`src/rtl/fetch_pkg.sv`:
```
// fetch_pkg: shared FSM/select encodings and constants for the fetch unit
package fetch_pkg;
  typedef enum logic [2:0] {IDLE, REQ, WAIT, HOLD, ERR} fetch_state_t;
  typedef enum logic [1:0] {PC_SEL_SEQ = 2'b00, PC_SEL_BR = 2'b01, PC_SEL_JALR = 2'b10} pc_sel_t;
  localparam logic [31:0] INST_NOP   = 32'h0000_0013;
  localparam logic [31:0] ALIGN_MASK = 32'hFFFF_FFFC;
endpackage

```
`src/rtl/fetch_unit_next_pc_sel.sv`:
```
// next_pc_sel: combinational next-PC select and word alignment (FETCH_MISALIGN_TRAP_EN exposes raw target)
module next_pc_sel
  import fetch_pkg::*;
(
  input  logic [31:0] pc_i,
  input  logic [1:0]  pc_sel_i,
  input  logic [31:0] pc_imm_i,
  input  logic [31:0] alu_jalr_i,
`ifdef FETCH_MISALIGN_TRAP_EN
  output logic [31:0] target_o,
`endif
  output logic [31:0] next_pc_o
);
  logic [31:0] target;
  always_comb begin
    target = pc_sel_i == PC_SEL_BR   ? pc_imm_i :
             pc_sel_i == PC_SEL_JALR ? (alu_jalr_i & 32'hFFFF_FFFE) :
                                       pc_i + 32'd4;
    next_pc_o = target & ALIGN_MASK;
  end
`ifdef FETCH_MISALIGN_TRAP_EN
  assign target_o = target;
`endif
endmodule

```
`src/rtl/fetch_unit.sv`:
```
// fetch_unit: PC owner and single-outstanding IMem fetch sequencer feeding decode.
// FETCH_MISALIGN_TRAP_EN adds Misalign_Err/Misalign_Addr and traps on bit-1 targets.
module fetch_unit
  import fetch_pkg::*;
#(
  parameter logic [31:0] RESET_PC    = 32'h0000_0000,
  parameter int unsigned RSP_TIMEOUT = 255
) (
  input  logic        CLK,
  input  logic        RST,
  input  logic [1:0]  PC_Sel,
  input  logic [31:0] PC_Imm,
  input  logic [31:0] ALU_JALR,
  output logic        IMem_Req_Valid,
  input  logic        IMem_Req_Ready,
  output logic [31:0] IMem_Addr,
  input  logic        IMem_Rsp_Valid,
  input  logic [31:0] IMem_Rsp_Data,
  output logic        Inst_Valid,
  input  logic        Inst_Ready,
  output logic [31:0] Inst,
  output logic [31:0] PC_Out,
  output logic [31:0] PC_4,
  output logic        Fetch_Err
`ifdef FETCH_MISALIGN_TRAP_EN
  ,
  output logic        Misalign_Err,
  output logic [31:0] Misalign_Addr
`endif
);
  fetch_state_t state_q, state_d;
  logic [31:0]  pc_q, pc_d, inst_q, inst_d, cnt_q, cnt_d, next_pc;
  logic         err_q, err_d;
`ifdef FETCH_MISALIGN_TRAP_EN
  logic         mis_err_q, mis_err_d;
  logic [31:0]  mis_addr_q, mis_addr_d, target;
`endif
  next_pc_sel u_next_pc_sel (
    .pc_i       (pc_q),
    .pc_sel_i   (PC_Sel),
    .pc_imm_i   (PC_Imm),
    .alu_jalr_i (ALU_JALR),
`ifdef FETCH_MISALIGN_TRAP_EN
    .target_o   (target),
`endif
    .next_pc_o  (next_pc)
  );
  always_comb begin
    state_d = state_q;
    pc_d    = pc_q;
    inst_d  = inst_q;
    cnt_d   = cnt_q;
    err_d   = err_q;
`ifdef FETCH_MISALIGN_TRAP_EN
    mis_err_d  = mis_err_q;
    mis_addr_d = mis_addr_q;
`endif
    unique case (state_q)
      IDLE: state_d = REQ;
      REQ:  state_d = IMem_Req_Ready ? WAIT : REQ;
      WAIT: begin
        cnt_d = cnt_q + 32'd1;
        if (IMem_Rsp_Valid) begin
          inst_d  = IMem_Rsp_Data;
          cnt_d   = '0;
          state_d = HOLD;
        end else if (RSP_TIMEOUT != 0 && cnt_q == RSP_TIMEOUT - 1) begin
          err_d   = 1'b1;
          state_d = ERR;
        end
      end
      HOLD: if (Inst_Ready) begin
`ifdef FETCH_MISALIGN_TRAP_EN
        if (target[1]) begin
          mis_err_d  = 1'b1;
          mis_addr_d = target;
          state_d    = ERR;
        end else begin
          pc_d    = next_pc;
          state_d = REQ;
        end
`else
        pc_d    = next_pc;
        state_d = REQ;
`endif
      end
      ERR: state_d = ERR;
    endcase
  end
  always_ff @(posedge CLK) begin
    if (RST) begin
      state_q <= IDLE;
      pc_q    <= RESET_PC;
      inst_q  <= '0;
      cnt_q   <= '0;
      err_q   <= 1'b0;
`ifdef FETCH_MISALIGN_TRAP_EN
      mis_err_q  <= 1'b0;
      mis_addr_q <= '0;
`endif
    end else begin
      state_q <= state_d;
      pc_q    <= pc_d;
      inst_q  <= inst_d;
      cnt_q   <= cnt_d;
      err_q   <= err_d;
`ifdef FETCH_MISALIGN_TRAP_EN
      mis_err_q  <= mis_err_d;
      mis_addr_q <= mis_addr_d;
`endif
    end
  end
  assign IMem_Req_Valid = state_q == REQ;
  assign IMem_Addr      = pc_q;
  assign Inst_Valid     = state_q == HOLD;
  assign Inst           = inst_q;
  assign PC_Out         = pc_q;
  assign PC_4           = pc_q + 32'd4;
  assign Fetch_Err      = err_q;
`ifdef FETCH_MISALIGN_TRAP_EN
  assign Misalign_Err   = mis_err_q;
  assign Misalign_Addr  = mis_addr_q;
`endif
endmodule

```
`config.mk`:
```
export PLATFORM = sky130hd
export DESIGN_NAME = fetch_unit
export DESIGN_NICKNAME = d
export VERILOG_FILES = /design/src/rtl/fetch_pkg.sv /design/src/rtl/fetch_unit_next_pc_sel.sv /design/src/rtl/fetch_unit.sv
export SDC_FILE = /design/constraint.sdc
export NUM_CORES = 1
export LEC_CHECK = 0
export ABC_AREA = 0
export CAP_MARGIN = 10
export CORE_UTILIZATION = 47
export CTS_CLUSTER_SIZE = 28
export DETAILED_ROUTE_END_ITERATION = 7
export PLACE_DENSITY_LB_ADDON = 0.2
export SYNTH_ARGS = -nofsm -noshare
export SYNTH_HDL_FRONTEND = slang
export SYNTH_SLANG_ARGS = --single-unit
```
`constraint.sdc`:
```
create_clock -name CLK -period 4 [get_ports CLK]
set_input_delay 1 -clock CLK [delete_from_list [all_inputs] [get_ports CLK]]
set_output_delay 1 -clock CLK [all_outputs]
set_load 0.01 [all_outputs]
```
### Word level (Yosys, flattened, before mapping)

Index checks and enable logic that the tools add are counted.

* output and inout port bits: 131
* register bits after elaboration: 98
* word-level logic and storage cells: 30

* mux-type cells: 8
* $add $sub $neg: 2
* bitwise operators: 1
* reduce and logical (&&, ||, !) cells: 5
* equal/unequal tests: 9

Operators by type and width (number)
* $mux 32: 3
* $add 32x1->32 const B: 1
* $add 32x3->32 const B: 1
* $eq 32x8->1 const B: 1
* $pmux 3 s5: 1
* $mux 3: 3
* $eq 3x2->1 const B: 2
* $reduce_and 2->1: 3
* $eq 3x1->1 const B: 1
* $eq 3x3->1 const B: 1
* $logic_not 3->1: 1
* $ne 3x3->1 const B: 1
* $reduce_and 3->1: 1
* $eq 2x1->1 const B: 1
* $eq 2x2->1 const B: 1
* $mux 2: 1
* $ne 2x1->1 const B: 1
* $not 1->1: 1

### Longest topological paths before layout

* depth in word-level cells: 4
* depth in mapped cells: 8
* gate-level depth less buffers: 7

### By module

Synthesis repeated with hierarchy kept, for this count alone.

* cells, all modules: 811
* area total of the unflattened synthesis: 6028.3 um^2

Modules (own cells, without submodules)
* fetch_unit: seq. area each 2001.9 um^2, times used 1, area each 4869.7 um^2, cells an instance 632
* next_pc_sel: seq. area each 0.0 um^2, times used 1, area each 1158.6 um^2, cells an instance 179

### Least setup slack after synthesis

OpenSTA, ideal clock, no wires.

* path type: register to output
* from: reg pc_q[11] (netlist: IMem_Addr[11])
* to: out PC_4[29]
* arrival: 1911 ps
* path buffers: 2
* path slack: 1089 ps
* cell stages (with the launch flop): 7
* cell sequence: dfxtp_1 -> clkbuf_2 -> nand4_2 -> or4_1 -> buf_2 -> nor4_2 -> xor2_1

* longest elaborated chain between the ends: 1

Ends and longest elaborated chain
* from (decl): RTL line fetch_unit.sv:32 `logic [31:0] pc_q, pc_d, inst_q, inst_d, cnt_q, cnt_d, next_pc;`
* from (signal assigned): RTL line fetch_unit.sv:103 `pc_q <= pc_d;`
* $add 32x3->32: RTL line fetch_unit.sv:118 `assign PC_4 = pc_q + 32'd4;`
* to (decl): RTL line fetch_unit.sv:23 `output logic [31:0] PC_4,`

Every way passes these cells.

### Worst setup path after layout

* from: reg pc_q[6] (netlist: IMem_Addr[6])
* to: out PC_4[27]

The elaborated chain is that of the path after synthesis.

==> metrics.md <==
| Metric | Value |
|---|---|
| Run status | `finished, violations left` |
| Violations in the final reports | `DRC` |
| Count leader, synth | `sky130_fd_sc_hd__nand2_1` |
| Area Growth Syn to Fin | `43.0%` |
| Synth area leader | `sky130_fd_sc_hd__dfxtp_1` |
| Antenna fix cells | `0` |
| Count of distinct cell types in the synthesized netlist | `61` |
| Overall Global Routing Usage | `28.6%` |
| Highest attainable clock frequency | `260 MHz` |
| Hold Path Class | `reg2reg` |
| Total power | `between 2 and 2.5 mW` |
| Master cell of the clock root buffer | `sky130_fd_sc_hd__clkbuf_16` |
| Number of nets in the finished design | `between 1000 and 1500` |
| Register bit total from synthesis | `slightly below 100` |
| Critical path buffers and inverters | `1` |
| Worst ir drop on vdd | `approximately 0.00023 V` |
| FF/Latch Area | `about 2000 um2` |
| Fraction of the mapped netlist area in simple logic gates | `26.4%` |
| Endpoints failing hold | `0` |
| H-tree levels | `3` |
| Total of max-cap violations | `0` |
| Initial antenna violation count | `0` |
| XOR/XNOR Fraction of Synth Area | `about 7.6%` |
| Sort of element at the end of the critical path | `primary output` |
| Multiplexer share of the synthesized area | `less than 1%` |
| DRT antenna net count | `0` |
| Number of DRC violations after detailed routing | `40` |
| Final HPWL DP | `13200 um` |
| TritonCTS clock tree | `done` |
| Footprint of the multi-input gates | `around 3100 um2` |
| Insertion delay of the later-clocked pin in the worst-skew pair | `340 ps` |
| Routability congestion estimate | `~0.87` |
| Post-DP Area | `roughly 7700 um2` |
| CP startpoint kind | `register` |
| Clock sink count | `98` |
| Number of warnings issued by yosys | `0` |
| Number of failing setup endpoints in the final timing report | `0` |
| Wire per inst | `17.2 um` |
| Final slew viol count | `0` |
| Accumulated negative setup slack | `0 ps` |
| Critical path required time | `roughly 3000 ps` |
| Slowest stage delay, CP | `~600 ps` |
| Vertical die dimension | `111 um` |
| Combinational family with the most area after synthesis | `simple AND/OR/NAND/NOR gates` |
| Worst max-slew margin expressed relative to the limit | `roughly 33%` |
| Transition time at the pin with the least slew margin | `between 900 and 1000 ps` |
| Average instance area after synthesis | `just under 8 um2` |
| Static Leak | `2.70 nW` |
| Family with the most delay on the worst path | `simple AND/OR/NAND/NOR gates` |
| EDFF count, synth | `0` |
| Critical-path cell list | `nand4_2 -> or4_4 -> nor4_4 -> xnor2_1 -> clkdlybuf4s50_1` |
| Area fraction in compound gates after synthesis | `around a fifth` |
| Util after Layout | `between 60% and 70%` |
| Maximum number of buffers from clock root to sink | `2` |
| Unrepaired setup endpoints after global routing | `no` |
| Core box area | `approximately 12000 um2` |
| Ranking of synthesized cells by area | `sky130_fd_sc_hd__dfxtp_1 (35%), sky130_fd_sc_hd__nand2_1 (7.2%), sky130_fd_sc_hd__a21oi_1 (6.1%), sky130_fd_sc_hd__xnor2_1 (5.6%), sky130_fd_sc_hd__buf_4 (4.8%)` |
| Final worst path period need | `between 3000 and 4000 ps` |
| Maximum number of pins on one net before global-route repair | `between 50 and 60` |
| CP Max Fanout | `8` |
| CTS Buf Count | `9` |
| Detailed router's first-iteration violation count | `~330` |
| Effective utilization at floorplan | `between 40% and 50%` |
| Number of global-route vias before repair | `just under 6000` |
| Part of the Yosys area used for sequential elements | `between 30% and 40%` |
| Setup Crit Path Kind | `reg2out` |
| Most common library cells after synthesis | `sky130_fd_sc_hd__nand2_1 (108), sky130_fd_sc_hd__dfxtp_1 (98), sky130_fd_sc_hd__a21oi_1 (68), sky130_fd_sc_hd__nor2_1 (48), sky130_fd_sc_hd__clkbuf_1 (41)` |
| Count of filler cells inserted in the layout | `roughly 970` |
| Wire length of the first global-routing pass | `around 29000 um` |
| Cell count after placement | `between 1000 and 1500` |
| Final Instance Area | `8030 um2` |
| Final Cycle Share | `about 96%` |
| Arrival time at the worst endpoint | `between 2000 and 3000 ps` |
| Average vias per placed instance | `between 5 and 6` |
| I/O pin count | `roughly 230` |
| Number of non-filler instances in the completed layout | `between 1000 and 1500` |
| Cell at the slowest stage of the critical path | `sky130_fd_sc_hd__or4_4` |
| Router iterations before antenna repair | `7` |
| Synthesized-area fraction occupied by adder cells | `0.668%` |
| Top_reg_cell synth | `sky130_fd_sc_hd__dfxtp_1` |
| Floorplan die area | `~12000 um2` |
| Clock slew at the register clock pins of the worst setup and hold paths | `around 70 ps` |
| Synth top area share | `between 30% and 40%` |
| Width of the chip | `111 um` |
| Number of rows created at floorplan | `39` |
| Total Wirelength | `roughly 18000 um` |
| Overall via count from detail_route | `approximately 6000` |
| GRT Residual Overflow | `0` |
| Synthesized instance count | `728` |
| Setup Skew | `8.63 ps` |
| Post-synth design cell area | `roughly 5600 um2` |
| Number of buffer cells added on primary ports | `between 200 and 250` |
| Fraction of registers with async set/reset | `0%` |
| Power density cells | `around 280 nW/um2` |
| Share of layout cells above drive strength 1 | `between 5 and 6%` |
-- cell usage in the layout (no fill, tap or decap), drive strengths merged, types with 3 or more instances in the layout --
cell,Yosys,routed
and4,8,8
or3,14,14
a21oi,68,68
buf,42,19
ha,3,3
xnor2,36,36
mux2i,4,4
nor4,22,22
a21o,4,4
nor2b,4,4
o21a,8,8
or4,5,5
and2,3,3
clkdlybuf4s50,0,222
o22ai,8,8
and3,9,9
xor2,13,13
o21ai,33,33
conb,1,6
nand4,22,22
nor3,18,18
o221ai,5,5
a211oi,7,7
dfxtp,98,98
a22oi,8,8
nand3,19,19
nor2,48,48
a221oi,8,8
a31oi,8,8
inv,18,21
clkbuf,45,9
o211ai,3,3
nand2,108,108
-- routing by layer --
layer  global-route usage (%)  vias to the layer above  wire (um)
li1                         -                     2900          -
met1                     32.7                     2822       6940
met5                        0                        -          0
met3                     6.37                       56       1240
met4                     14.5                        0        728
met2                     50.3                      251       9060
-- final timing paths --
path                              startpoint   endpoint  slack, ps  depth (start not counted)
worst max register to register    state_q[1]  cnt_q[31]       1350                          6
worst max-delay path            IMem_Addr[6]   PC_4[27]        160                          5
worst min register to register      Inst[10]   Inst[10]        450                          2
worst min-delay path                Inst[10]   Inst[10]        450                          2
-- power breakdown --
group          leakage [nW]  internal [mW]  switching (mW)
clock                 0.146          0.497           0.403
combinational          1.76          0.172           0.138
sequential            0.792          0.991          0.0208
-- worst register-to-register path, cell delays in order (launching register included) --
cell and delay (ps):
sky130_fd_sc_hd__dfxtp_1 440, sky130_fd_sc_hd__nor3b_1 210, sky130_fd_sc_hd__buf_4 200, sky130_fd_sc_hd__nand4_1 450
sky130_fd_sc_hd__or4_1 710, sky130_fd_sc_hd__or3_1 390, sky130_fd_sc_hd__a21oi_1 150
-- metrics by stage --
step                worst slack, ps  hold slack (ps)
detailed placement              412              445
finish                          157              454
global route                   20.9              474
floorplan                      1090              454
CTS                            6.53              455
global placement                481              441
-- flip-flops by register name (all words and copies together), names as in the netlist --
name and cells:
IMem_Addr 30, cnt_q 32, Fetch_Err 1, state_q 3, Inst 32
-- cell type report --
class	instances	share of cell area (%)
clock inverter	7	1.06
sequential	98	24.4
timing repair buffer	241	29.4
tap	143	2.23
multi-input combinational	529	39.2
clock buffer	9	2.80
inverter	19	0.888
-- timing repair --
item / CTS / global route
setup buffers: 0 / 0
setup endpoints to repair: 0 / 4
resized for setup: 0 / 4
hold buffers: 0 / 0
-- cells by family after synthesis --
kind of cell    after synthesis
other cells                   1
xor+xnor                     49
compound gates              179
flops                        98
fa+ha+maj                     3
mux                           4
simple gates                288
buf+inv                     106
No activity file was read; power rests on OpenSTA's default activity.
